File: src/rtl/model_vector_differentiation_if.sv
// Handshake bundle between the stimulus/memory source, the differentiation
// engine and the scoreboard. The engine connects through the slave modport.
interface model_vector_differentiation_if #(
  parameter int unsigned DATA_SIZE = 64
);
  logic                 START;
  logic                 READY;
  logic [DATA_SIZE-1:0] SIZE_IN;
  logic                 DATA_ENABLE;
  logic                 DATA_IN_ENABLE;
  logic [DATA_SIZE-1:0] DATA_IN;
  logic                 DATA_OUT_ENABLE;
  logic [DATA_SIZE-1:0] DATA_OUT;

  modport master (
    output START, SIZE_IN, DATA_IN_ENABLE, DATA_IN,
    input  READY, DATA_ENABLE, DATA_OUT_ENABLE, DATA_OUT
  );

  modport slave (
    input  START, SIZE_IN, DATA_IN_ENABLE, DATA_IN,
    output READY, DATA_ENABLE, DATA_OUT_ENABLE, DATA_OUT
  );
endinterface

File: src/rtl/model_vector_differentiation.sv
// Streaming backward-difference engine: out[i] = in[i] - in[i-1], in[-1] = 0.
// Define MODEL_CALCULUS_SATURATE_EN to clamp out-of-range differences instead of wrapping.
module model_vector_differentiation #(
  parameter int unsigned DATA_SIZE = 64
) (
  input logic                          CLK,
  input logic                          RST,
  model_vector_differentiation_if.slave bus
);

  typedef enum logic [1:0] {IDLE, INPUT, OUTPUT, DONE} state_t;

  state_t               state;
  logic [DATA_SIZE-1:0] size;
  logic [DATA_SIZE-1:0] index;
  logic [DATA_SIZE-1:0] prev;
  logic [DATA_SIZE-1:0] diff;
  logic                 last;

  logic                 ready_r;
  logic                 data_enable_r;
  logic                 data_out_enable_r;
  logic [DATA_SIZE-1:0] data_out_r;

  assign bus.READY           = ready_r;
  assign bus.DATA_ENABLE     = data_enable_r;
  assign bus.DATA_OUT_ENABLE = data_out_enable_r;
  assign bus.DATA_OUT        = data_out_r;

  assign last = (index == size - 1'b1);

`ifdef MODEL_CALCULUS_SATURATE_EN
  logic [DATA_SIZE:0] diff_full;

  always_comb begin
    diff_full = {bus.DATA_IN[DATA_SIZE-1], bus.DATA_IN} - {prev[DATA_SIZE-1], prev};
    diff      = diff_full[DATA_SIZE-1:0];
    // Top two bits disagree only when the true difference left the signed range.
    if (diff_full[DATA_SIZE] != diff_full[DATA_SIZE-1])
      diff = diff_full[DATA_SIZE] ? {1'b1, {(DATA_SIZE-1){1'b0}}}
                                  : {1'b0, {(DATA_SIZE-1){1'b1}}};
  end
`else
  always_comb begin
    diff = bus.DATA_IN - prev;
  end
`endif

  // DATA_OUT is registered at capture time so it is already valid during OUTPUT.
  always_ff @(posedge CLK or posedge RST) begin
    if (RST) begin
      state             <= IDLE;
      size              <= '0;
      index             <= '0;
      prev              <= '0;
      ready_r           <= 1'b0;
      data_enable_r     <= 1'b0;
      data_out_enable_r <= 1'b0;
      data_out_r        <= '0;
    end else begin
      ready_r           <= 1'b0;
      data_enable_r     <= 1'b0;
      data_out_enable_r <= 1'b0;
      case (state)
        IDLE: begin
          if (bus.START) begin
            size  <= bus.SIZE_IN;
            index <= '0;
            prev  <= '0;
            if (bus.SIZE_IN != '0) begin
              state         <= INPUT;
              data_enable_r <= 1'b1;
            end else begin
              state   <= DONE;
              ready_r <= 1'b1;
            end
          end
        end
        INPUT: begin
          if (bus.DATA_IN_ENABLE) begin
            prev              <= bus.DATA_IN;
            data_out_r        <= diff;
            data_out_enable_r <= 1'b1;
            data_enable_r     <= !last;
            state             <= OUTPUT;
          end
        end
        OUTPUT: begin
          if (last) begin
            state   <= DONE;
            ready_r <= 1'b1;
          end else begin
            index <= index + 1'b1;
            state <= INPUT;
          end
        end
        DONE: state <= IDLE;
        default: state <= IDLE;
      endcase
    end
  end

endmodule

File: src/flat_wrapper.sv
// flat-port wrapper written by rule: the top's interface ports become plain ports
module model_vector_differentiation_flat 
#(
  parameter int unsigned DATA_SIZE = 64
)
  (CLK, RST, bus_START, bus_SIZE_IN, bus_DATA_IN_ENABLE, bus_DATA_IN, bus_READY, bus_DATA_ENABLE, bus_DATA_OUT_ENABLE, bus_DATA_OUT);
  model_vector_differentiation_if #(.DATA_SIZE(DATA_SIZE)) bus_i ();
  input logic CLK;
  input logic RST;
  input wire logic [$bits(bus_i.START)-1:0] bus_START;
  input wire logic [$bits(bus_i.SIZE_IN)-1:0] bus_SIZE_IN;
  input wire logic [$bits(bus_i.DATA_IN_ENABLE)-1:0] bus_DATA_IN_ENABLE;
  input wire logic [$bits(bus_i.DATA_IN)-1:0] bus_DATA_IN;
  output wire logic [$bits(bus_i.READY)-1:0] bus_READY;
  output wire logic [$bits(bus_i.DATA_ENABLE)-1:0] bus_DATA_ENABLE;
  output wire logic [$bits(bus_i.DATA_OUT_ENABLE)-1:0] bus_DATA_OUT_ENABLE;
  output wire logic [$bits(bus_i.DATA_OUT)-1:0] bus_DATA_OUT;
  assign bus_i.START = bus_START;
  assign bus_i.SIZE_IN = bus_SIZE_IN;
  assign bus_i.DATA_IN_ENABLE = bus_DATA_IN_ENABLE;
  assign bus_i.DATA_IN = bus_DATA_IN;
  assign bus_READY = bus_i.READY;
  assign bus_DATA_ENABLE = bus_i.DATA_ENABLE;
  assign bus_DATA_OUT_ENABLE = bus_i.DATA_OUT_ENABLE;
  assign bus_DATA_OUT = bus_i.DATA_OUT;
  model_vector_differentiation #(.DATA_SIZE(DATA_SIZE)) u_core (.CLK(CLK), .RST(RST), .bus(bus_i));
endmodule
File: config.mk
export PLATFORM = sky130hd
export DESIGN_NAME = model_vector_differentiation_flat
export DESIGN_NICKNAME = d
export VERILOG_FILES = /design/src/rtl/model_vector_differentiation_if.sv /design/src/rtl/model_vector_differentiation.sv /design/src/flat_wrapper.sv
export SDC_FILE = /design/constraint.sdc
export NUM_CORES = 1
export LEC_CHECK = 0
export CELL_PAD_IN_SITES_DETAIL_PLACEMENT = 0
export CELL_PAD_IN_SITES_GLOBAL_PLACEMENT = 1
export CORE_MARGIN = 2
export CORE_UTILIZATION = 46
export DETAILED_ROUTE_END_ITERATION = 10
export PLACE_DENSITY_LB_ADDON = 0.25
export REMOVE_ABC_BUFFERS = 1
export SETUP_SLACK_MARGIN = 0.02
export SYNTH_ARGS = -nofsm -noshare
export SYNTH_HDL_FRONTEND = slang
export SYNTH_SLANG_ARGS = --single-unit
File: constraint.sdc
create_clock -name CLK -period 23.9 [get_ports CLK]
set_clock_uncertainty 0.1 [all_clocks]
set_input_delay 4.78 -clock CLK [delete_from_list [all_inputs] [get_ports CLK]]
set_output_delay 4.78 -clock CLK [all_outputs]
set_load 0.1 [all_outputs]
## After elaboration in Yosys (flattened, before gate mapping)

Cells that the tools add are included.

- Add/sub/neg operators: 3
- Multiply operators: 0
- Divide/modulo/power cells: 0
- Order comparisons: 0
- Eq/ne operators: 7
- Shift operators: 0
- Muxes and demuxes: 20
- Bitwise logic cells: 0
- Reduce and logical (&&, ||, !) cells: 10

Operators with widths:

| kind | number |
|---|---|
| $pmux W64 S2 | 2 |
| $mux W64 | 3 |
| $add A64 B1 Y64 const B | 1 |
| $eq A64 B64 Y1 | 1 |
| $reduce_bool A64 Y1 | 1 |
| $sub A64 B1 Y64 const B | 1 |
| $sub A64 B64 Y64 | 1 |
| $mux W1 | 8 |
| $mux W2 | 4 |
| $pmux W2 S4 | 1 |
| $ne A2 B2 Y1 const B | 3 |
| $reduce_and A2 Y1 | 3 |
| $reduce_and A3 Y1 | 2 |
| $eq A2 B2 Y1 const B | 2 |
| $pmux W1 S2 | 2 |
| $reduce_bool A2 Y1 | 2 |
| $eq A2 B1 Y1 const B | 1 |
| $logic_not A2 Y1 | 1 |
| $logic_not A1 Y1 | 1 |

- Register bits: 261
- Latch bits: 0
- RAM bits: 0
- Bits in read-only memories: 0
- Bits of input ports: 132
- Output and inout bits: 67
- Word-level logic and storage cells: 48
- Memories kept: 0

## Logic depth before layout (Yosys ltp)

Gate-level depths: netlist (run 1).

- Word-level depth: 5
- Mapped depth: 15
- Mapped depth without buffers: 13

## Worst setup path after synthesis (run 1)

OpenSTA, ideal clock, no wires.

- Kind: input-to-reg
- From: in bus_DATA_IN[0]
- To: reg u_core.data_out_r[46], in the netlist u_core.bus.DATA_OUT[46]
- Library setup time: 69 ps
- Arrival time: 7522 ps
- Required time: 23731 ps
- Path slack: 16209 ps
- Stages: 13
- Path buffers: 0
- Cells stage by stage: inv_1 ha_1 fa_1 nor2b_1 o31a_1 o31ai_1 o31a_1 nand3_1 a31oi_1 o31a_1 o311a_1 or4_1 nand3_1

- Longest elaborated chain between the ends: 1

RTL lines:

| item | line | RTL |
|---|---|---|
| start, declared | flat_wrapper.sv:13 | `input wire logic [$bits(bus_i.DATA_IN)-1:0] bus_DATA_IN;` |
| $sub A64 B64 Y64 | model_vector_differentiation.sv:45 | `diff = bus.DATA_IN - prev;` |
| end signal, assigned | model_vector_differentiation.sv:82 | `data_out_r <= diff;` |
| end, declared | model_vector_differentiation.sv:23 | `logic [DATA_SIZE-1:0] data_out_r;` |

Every way passes these cells.
A chain may end at the register's enable or synchronous reset.

## Final worst setup path (run 1)

- From: in bus_DATA_IN[0]
- To: reg u_core.data_out_r[60], in the netlist u_core.bus.DATA_OUT[60]

The elaborated chain is that of the path after synthesis.

==> metrics.txt, run 1 <==
largest net degree at the start of global routing 129; post-detail-place hpwl approximately 40 mm; Yosys top cell area share 0.367; Net count, final 2543; Clock Path Buffers 3; initial drt markers about 1100; final hold violations 0; cells along the critical path clkdlybuf4s50_1 > inv_1 > ha_1 > fa_1 > nor2b_1 > o31a_1 > o31ai_1 > o31a_1 > o21ai_0 > a31oi_1 > o21ba_2 > o21bai_1 > a41o_1 > nand3_1; I/O Buffers 198; CTS resizes 0; biggest cell delay along the critical path 0.52 ns; Synth async-reset ratio 1.00; hold slack 0.377 ns; H-tree depth 1; R2R Setup Slk 17.93 ns; initial antenna violation count 7; CP Capture Type register; synth cell count leaders nand2_1, dfrtp_1, o21ai_0, inv_1, a21oi_1; Finished Cell Area 21200 um2; Post-synth EDFFs 0; CTS tree done; first-pass GRT wire length 90.0 mm; sequential fraction of the synthesis area 0.367; CP Data Arrival Time ~8.5 ns; final core utilization 0.551; Max Cap Viol 0; DRC 0; full die area 40300 um2; routability congestion estimate 0.941; critical path type in -> reg; clock latency on the worst-skew pair ~0.6 ns; postcts setup bufs 0; share of layout cells above drive strength 1 0.0528; CTS Hold Bufs 0; I/O pin count about 200; Placed Instance Area between 20000 and 25000 um2; Avg Cell Area, Syn 8.02 um2; core area 38400 um2; Initial Util 0.464; gr ovfl total 0; Crit path buffers/inverters 2; P&R area growth vs syn 18.9%; RSZ-0062 raised after global routing no; Netlist Area Pre-Place 17800 um2; CP max stage cell clkdlybuf4s50_1; vias in the first global route 16550; Vias per Instance 5.74; predominant post-synthesis flop cell dfrtp_1; synthesized flop and latch total ~260; Ys Warns 0; Reg clk slew, reported paths around 0.06 ns; min-delay worst type reg -> reg; WL per Instance slightly below 20 um; cts bufs inserted 31; Worst Path Required 24.28 ns; leak pwr 0.00879 uW; cell mode on critical path o31a_1; Core Rows slightly above 70; # setup viols final 0; DR vias 16587; total clock sinks about 260; DR pass1 iterations 7; Die Span X around 200 um; Clk Tree Root Cell clkbuf_16; most common cell in the netlist nand2_1; crit path max fanout 5; Worst VDD drop 0.130 mV; Min Clock Period, post-route around 8 ns; gr usage total 0.275; fin crit share 0.339; Routed WL 55.7 mm; Final ANT Viol Nets 0; outcome completed; CP Launch Type input pin; Die Y 201 um; Netlist cell types 83; post-synthesis cell count 2219; Slew headroom 0.226; PwrDens about 130 nW/um2; critical path's top delay family compound AO/OA/AOI/OAI gates; post-synth top area cell dfrtp_1; synth top area cells dfrtp_1, nand2_1, o21ai_0, ha_1, xnor2_1; worst slew pin tran 1.16 ns; Post-Route Setup TNS 0 ns; maximum clock frequency approximately 0.12 GHz; max-slew violations 0
per-layer routing:
metal / up-vias / GRT usage / share of wire
li1: 8145 / - / -
met1: 7900 / 0.362 / 0.45
met2: 423 / 0.462 / 0.47
met3: 113 / 0.0425 / 0.045
met4: 6 / 0.0955 / 0.036
met5: - / 0 / 0.00074
worst min-delay path, delay by kind of cell, from the launching register on:
kind	cells	cell delay, ns
flops	1	0.34
compound gates	1	0.06
simple gates	1	0.04
cells by family after synthesis:
family                     count (synthesis)  synth area share
DFF                                      261             0.367
AOI/OAI and AO/OA                        532             0.187
buffers and inverters                    225            0.0508
adders and majority gates                 66            0.0468
muxes                                      5           0.00295
and+or+nand+nor                          987             0.275
xor gates and xnor gates                 143            0.0704
stage by stage:
stage               std cells  worst slack, ns  total power (uW)
detailed placement       2830            15.18              2170
CTS                      2887            15.83              2700
global route             2889            15.47              2860
finish                   2891            15.81              2690
floorplan                2103            11.84              1760
global placement         2830            15.25              2150
cell type report:
class / instances / area, um2
multi-input cells: 1733 / 10400
flip-flops and latches: 261 / 6530
diodes: 4 / 10.0
fillers: 3649 / 17200
repair buffers: 209 / 2060
inverters: 109 / 417
clock inverters: 17 / 234
well taps: 518 / 648
clock buffers: 40 / 870
placed cells by master, fill, tap and decap left out, types with 8 or more instances in the layout:
cell type and instances:
o21bai_1 15, or4_1 38, nor3_1 44, inv_1 107, nand3_1 69, and4_1 11, o21a_1 10, nand4_1 53
or3_1 57, nor2b_1 14, o21ai_1 14, nand2_1 466, o211ai_1 19, a21oi_1 106, and3_1 27, and2_1 18
dfrtp_1 261, buf_4 11, a21oi_2 12, a211oi_1 13, o21ai_0 194, nor4_1 51, clkbuf_16 31, nor2_1 75
o21ai_2 13, clkinv_2 8, ha_1 65, xnor2_1 80, clkdlybuf4s50_1 198, nand2b_1 15, xor2_1 63, a21o_1 30
a31oi_1 21, o31ai_1 13
power breakdown:
group | internal [uW] | leakage, uW | total [uW] | switching [uW]
combinational | 430 | 0.00485 | 1420 | 995
sequential | 581 | 0.00339 | 746 | 165
clock | 310 | 0.000545 | 520 | 209
total | 1320 | 0.00879 | 2690 | 1370
flip-flops by register name (all words and copies together), names as in the netlist:
signal	cells
u_core.bus.DATA_OUT_ENABLE	1
u_core.bus.DATA_OUT	64
u_core.bus.DATA_ENABLE	1
u_core.prev	64
u_core.index	64
u_core.size	64
u_core.bus.READY	1
u_core.state	2
worst paths after layout:
check / cells past startpoint / end / from
min reg2reg: 2 / u_core.prev[32]$_DFFE_PP0P_ / u_core.prev[32]$_DFFE_PP0P_
max: 14 / u_core.bus.DATA_OUT[60]$_DFFE_PP0P_ / bus_DATA_IN[0]
min: 2 / u_core.prev[32]$_DFFE_PP0P_ / u_core.prev[32]$_DFFE_PP0P_
max in group asynchronous: 4 / u_core.size[40]$_DFFE_PP0P_ / RST
max reg2reg: 11 / u_core.index[63]$_DFFE_PP0P_ / u_core.size[21]$_DFFE_PP0P_
min in group asynchronous: 2 / u_core.bus.DATA_OUT[32]$_DFFE_PP0P_ / RST
Note: power is estimated with default switching activity, not from simulation.
==> run 2: changes to the inputs <==
- CORE_UTILIZATION: 46 -> 39
- clock period: 23.9 -> 6.85 ns (I/O delays scaled with it)
==> run 2 against run 1 <==
Routed wire length grew 1.9%. Sequential cell count unchanged. Critical path depth down 2. Utilization decreased by 7.9 points. Die area rose by 18%. Hold slack worse by 0.0034 ns. Via count is essentially flat. First-iteration DRC count up 0.92%. Clock power increased to 3.5 times the previous value. Critical path type is now reg -> reg. Highest routed layer unchanged.
==> metrics.txt, run 2 (same netlist as run 1, synthesis figures left out) <==
Vias per Instance approximately 5.6; Max Cap Viol 0; fin crit share 0.731; CP Capture Type register; core area 45200 um2; hold slack between 0.3 and 0.4 ns; CP Data Arrival Time about 5.3 ns; Clock Path Buffers 3; Net count, final 2551; Min Clock Period, post-route between 5 and 6 ns; Worst VDD drop roughly 0.44 mV; CP Launch Type register; most common cell after layout, fill and taps aside nand2_1; WL per Instance 19.0 um; Crit path buffers/inverters 1; CTS Hold Bufs 0; H-tree depth 2; worst slew pin tran 1.20 ns; DRC 0; Routed WL 56.8 mm; cells along the critical path inv_1 > ha_1 > nor3b_2 > nand4_1 > nor4_1 > and4_1 > o22ai_1 > nor4b_1 > nand4_1 > o21bai_1 > or4_1 > a21oi_1; min-delay worst type reg -> reg; Final ANT Viol Nets 0; RSZ-0062 raised after global routing no; post-detail-place hpwl 41.9 mm; outcome completed; gr ovfl total 0; total clock sinks 261; initial antenna violation count 7; I/O Buffers 198; most frequent cells in the layout nand2_1, dfrtp_1, clkdlybuf4s50_1; biggest cell delay along the critical path 0.75 ns; I/O pin count between 150 and 200; largest net degree at the start of global routing 136; CTS tree done; Core Rows 78; CP max stage cell o21bai_1; Clk Tree Root Cell clkbuf_16; gr usage total 0.241; # setup viols final 0; Reg clk slew, reported paths 0.06 ns; postcts setup bufs 0; cell mode on critical path nand4_1; crit path max fanout 12; critical path's top delay family simple AND/OR/NAND/NOR gates; combinational fraction of design power 0.529; critical path type reg -> reg; CTS resizes 0; P&R area growth vs syn 19.9%; full die area 47400 um2; Internal 4620 uW; Initial Util 0.394; DR vias 16584; Flop pwr share 0.277; share of layout cells above drive strength 1 0.0551; final core utilization 0.472; Die Y 218 um; DR pass1 iterations 5; clock latency on the worst-skew pair 0.55 ns; final hold violations 0; vias in the first global route 16151; first-pass GRT wire length 90.6 mm; max-slew violations 0; Die Span X 218 um; maximum clock frequency 0.200 GHz; clock share of power 0.194; Sw Share 0.509; initial drt markers roughly 1100; routability congestion estimate 0.932; PwrDens between 400 and 500 nW/um2; cts bufs inserted 34; Worst Path Required 7.13 ns; # placed instances 2917; leak pwr 0.00883 uW; Net Switching 4780 uW; Slew headroom 0.202; Final Non-Filler Cells 2982
[run 2: changes by cell type in the layout (fill, tap and decap cells not counted), sizes merged]
| cell | previous run | this run |
|---|---|---|
| clkinv | 10 | 9 |
| clkbuf | 40 | 51 |
| buf | 11 | 16 |
| diode | 4 | 3 |
| clkinvlp | 2 | 1 |
| bufinv | 5 | 1 |
[run 2: stage by stage]
step / power, uW / instance area, um2 / TNS, ns / worst slack [ns]
4_1_cts: 9460 / 21300 / 0 / 1.84
3_3_place_gp: 7550 / 20200 / 0 / 1.48
6_report: 9400 / 21300 / 0 / 1.84
5_1_grt: 10000 / 21300 / 0 / 1.40
3_5_place_dp: 7590 / 20200 / 0 / 1.48
2_1_floorplan: 6140 / 17300 / -585.37 / -1.80
[run 2: power by group through the flow]
stage          clock [uW]  sequential (uW)  combinational, uW
6_report             1820             2610               4970
5_1_grt              1920             2680               5410
3_5_place_dp            0             2620               4970
4_1_cts              1860             2610               4990
2_1_floorplan           0             3760               2380
3_3_place_gp            0             2620               4930
[run 2: worst paths after layout]
path | from | to | slack, ns | cells after the start
max | u_core.size[0]$_DFFE_PP0P_ | u_core.index[5]$_DFFE_PP0P_ | 1.84 | 12
min | u_core.bus.DATA_OUT[9]$_DFFE_PP0P_ | u_core.bus.DATA_OUT[9]$_DFFE_PP0P_ | 0.37 | 2
max reg2reg | u_core.size[0]$_DFFE_PP0P_ | u_core.index[5]$_DFFE_PP0P_ | 1.84 | 12
min reg2reg | u_core.bus.DATA_OUT[9]$_DFFE_PP0P_ | u_core.bus.DATA_OUT[9]$_DFFE_PP0P_ | 0.37 | 2
max in group asynchronous | RST | u_core.size[54]$_DFFE_PP0P_ | 4.02 | 3
min in group asynchronous | RST | u_core.size[12]$_DFFE_PP0P_ | 1.35 | 2
[run 2: area by class of cell]
cell class / instances / area (um2)
antenna: 3 / 7.51
clock buffer: 51 / 1030
clock inverter: 11 / 111
fill: 4453 / 23800
inverter: 109 / 417
multi-input combinational: 1733 / 10400
sequential: 261 / 6530
tap: 600 / 751
timing repair buffer: 214 / 2110
[run 2: worst register-to-register path, stage by stage, from the launching register on]
cell and delay (ns):
dfrtp_1 0.44, inv_1 0.10, ha_1 0.24, nor3b_2 0.57
nand4_1 0.48, nor4_1 0.72, and4_1 0.32, o22ai_1 0.10
nor4b_1 0.29, nand4_1 0.48, o21bai_1 0.75, or4_1 0.21
a21oi_1 0.06
[run 2: per-layer routing]
metal | GRT usage | vias up | wire length [um]
met1 | 0.327 | 7993 | 26200
met2 | 0.394 | 355 | 26400
li1 | - | 8156 | -
met5 | 0 | - | 55
met4 | 0.0689 | 8 | 1340
met3 | 0.0402 | 72 | 2740
==> run 3: changes to the inputs <==
- clock period: 6.85 -> 4.3 ns (I/O delays scaled with it)
==> run 3 against run 2 <==
Combinational power rose by 77%. Count of clock-buffer cells in the layout fell by 8. Utilization increased by 2.6 points. Final area increased by 5.6%. Sequential share of layout area decreased by 1.6 points. Setup slack got worse by 1.7 ns. Via count grew 3.9%. Die area unchanged.
==> metrics.txt, run 3 (same netlist as run 1, synthesis figures left out) <==
Die Span X roughly 220 um; largest net degree at the start of global routing 103; H-tree depth 2; Worst VDD drop about 0.75 mV; max-slew violations 0; final hold violations 0; leak pwr 0.00956 uW; cts bufs inserted 34; CTS tree done; first-pass GRT wire length 94.7 mm; Net Switching 7890 uW; Core Rows 78; maximum clock frequency 0.238 GHz; Final Non-Filler Cells 3116; fillers 4420; Routed WL between 50 and 60 mm; Flop pwr share 0.251; Die Y 218 um; # setup viols final 0; most frequent cells in the layout nand2_1, dfrtp_1, clkdlybuf4s50_1; clock latency on the worst-skew pair roughly 0.56 ns; Crit path buffers/inverters 1; CP Data Arrival Time 4.56 ns; Reg clk slew, reported paths 0.06 ns; RSZ-0062 raised after global routing yes; Finished Cell Area 22500 um2; most common cell after layout, fill and taps aside nand2_1; critical path type reg -> reg; PwrDens ~700 nW/um2; Placed Instance Area ~21000 um2; DR vias 17228; gr usage total 0.254; CP max stage cell or4_4; worst slew pin tran ~1.1 ns; Internal ~8000 uW; hold depth 2; Post-Route Setup TNS 0 ns; I/O pin count 199; Clk Tree Root Cell clkbuf_16; full die area approximately 47000 um2; Final ANT Viol Nets 0; Slew headroom 0.258; DRC 0; initial antenna violation count 7; Max Cap Viol 0; Net count, final 2684; # placed instances 3048; Clock Path Buffers 3; critical path's top delay family simple AND/OR/NAND/NOR gates; cell mode on critical path or4_4; FF-to-FF path depth 11; fin crit share 0.975; crit path max fanout 28; core area between 40000 and 50000 um2; DR pass1 iterations 5; vias in the first global route 16944; routability congestion estimate approximately 0.95; gr ovfl total 0; biggest cell delay along the critical path 0.57 ns; Crit path depth 11; CP Capture Type register; Sw Share 0.497; share of layout cells above drive strength 1 0.109; WL per Instance about 19 um; Vias per Instance 5.53; clock share of power 0.194; I/O Buffers 198; CTS Hold Bufs 0; Initial Util 0.394; outcome completed; P&R area growth vs syn 26.6%; total clock sinks 261; min-delay worst type reg -> reg; post-detail-place hpwl 45.3 mm; combinational fraction of design power 0.555; Worst Path Required 4.67 ns; cells along the critical path or4_4 > or3_1 > or4_1 > or4_4 > a211o_1 > nor4_4 > nand4_4 > o21ai_4 > buf_12 > o21ai_0 > a21oi_1; Min Clock Period, post-route 4.19 ns; CP Launch Type register; initial drt markers roughly 1200
==> run 3: cell types whose count changed in the layout (fill, tap and decap cells not counted), moves of 3 or more <==
cell	change
buf_12	+5
clkbuf_8	-3
bufinv_16	+4
buf_4	+127
clkbuf_1	-4
nor4_1	-3
==> run 3: area by class of cell <==
class                      instances  area, um2  area share
clock buffer                      43        945      0.0419
clock inverter                    19        250      0.0111
multi-input combinational       1733      10500       0.464
tap                              600        751      0.0333
inverter                         109        417      0.0185
timing repair buffer             347       3180       0.141
sequential                       261       6530       0.290
antenna                            4       10.0    0.000444
==> run 3: path summary, 6_finish.rpt <==
kind / end / slack (ns) / startpoint
setup / recovery: u_core.index[61]$_DFFE_PP0P_ / 0.11 / u_core.size[32]$_DFFE_PP0P_
hold / removal: u_core.prev[59]$_DFFE_PP0P_ / 0.37 / u_core.prev[59]$_DFFE_PP0P_
setup reg to reg: u_core.index[61]$_DFFE_PP0P_ / 0.11 / u_core.size[32]$_DFFE_PP0P_
hold reg to reg: u_core.prev[59]$_DFFE_PP0P_ / 0.37 / u_core.prev[59]$_DFFE_PP0P_
max in group asynchronous: u_core.state[0]$_DFFE_PP0P_ / 2.48 / RST
min in group asynchronous: u_core.size[9]$_DFFE_PP0P_ / 0.69 / RST
==> run 3: worst min-delay path, delay by kind of cell, from the launching register on <==
kind            cells  cell delay, ns
flops               1            0.33
compound gates      1            0.06
simple gates        1            0.05
==> run 3: metal layers <==
metal | track usage | up-vias | part of all wire | routed length, um
li1 | - | 8435 | - | -
met1 | 0.337 | 8211 | 0.45 | 26700
met2 | 0.409 | 445 | 0.46 | 27500
met3 | 0.0478 | 129 | 0.057 | 3390
met4 | 0.103 | 8 | 0.039 | 2350
met5 | 0 | - | 0.00067 | 40
==> run 3: power by group through the flow <==
stage | Sequential, uW | Combinational (uW) | Clock [uW]
global route | 4090 | 9530 | 3250
finish | 3980 | 8810 | 3090
global placement | 4000 | 8690 | 0
CTS | 3990 | 8790 | 3170
floorplan | 5980 | 3800 | 0
detailed placement | 4000 | 8750 | 0
==> run 3: through the flow <==
| step | utilization | worst slack, ns | hold slack, ns | total power [uW] |
|---|---|---|---|---|
| floorplan | - | -4.23 | 0.350 | 9780 |
| detailed placement | 0.470 | -0.351 | 0.360 | 12800 |
| CTS | 0.497 | 0.0713 | 0.380 | 15900 |
| finish | 0.499 | 0.105 | 0.373 | 15900 |
| global placement | 0.470 | -0.263 | 0.359 | 12700 |
| global route | 0.499 | -0.00417 | 0.405 | 16900 |
==> run 3: repair_timing <==
| action | 4_1_cts | 5_1_grt |
|---|---|---|
| setup endpoints to repair | 45 | 64 |
| pin swaps | 0 | 3 |
| buffers inserted | 0 | 2 |
| gates resized for setup | 3 | 9 |
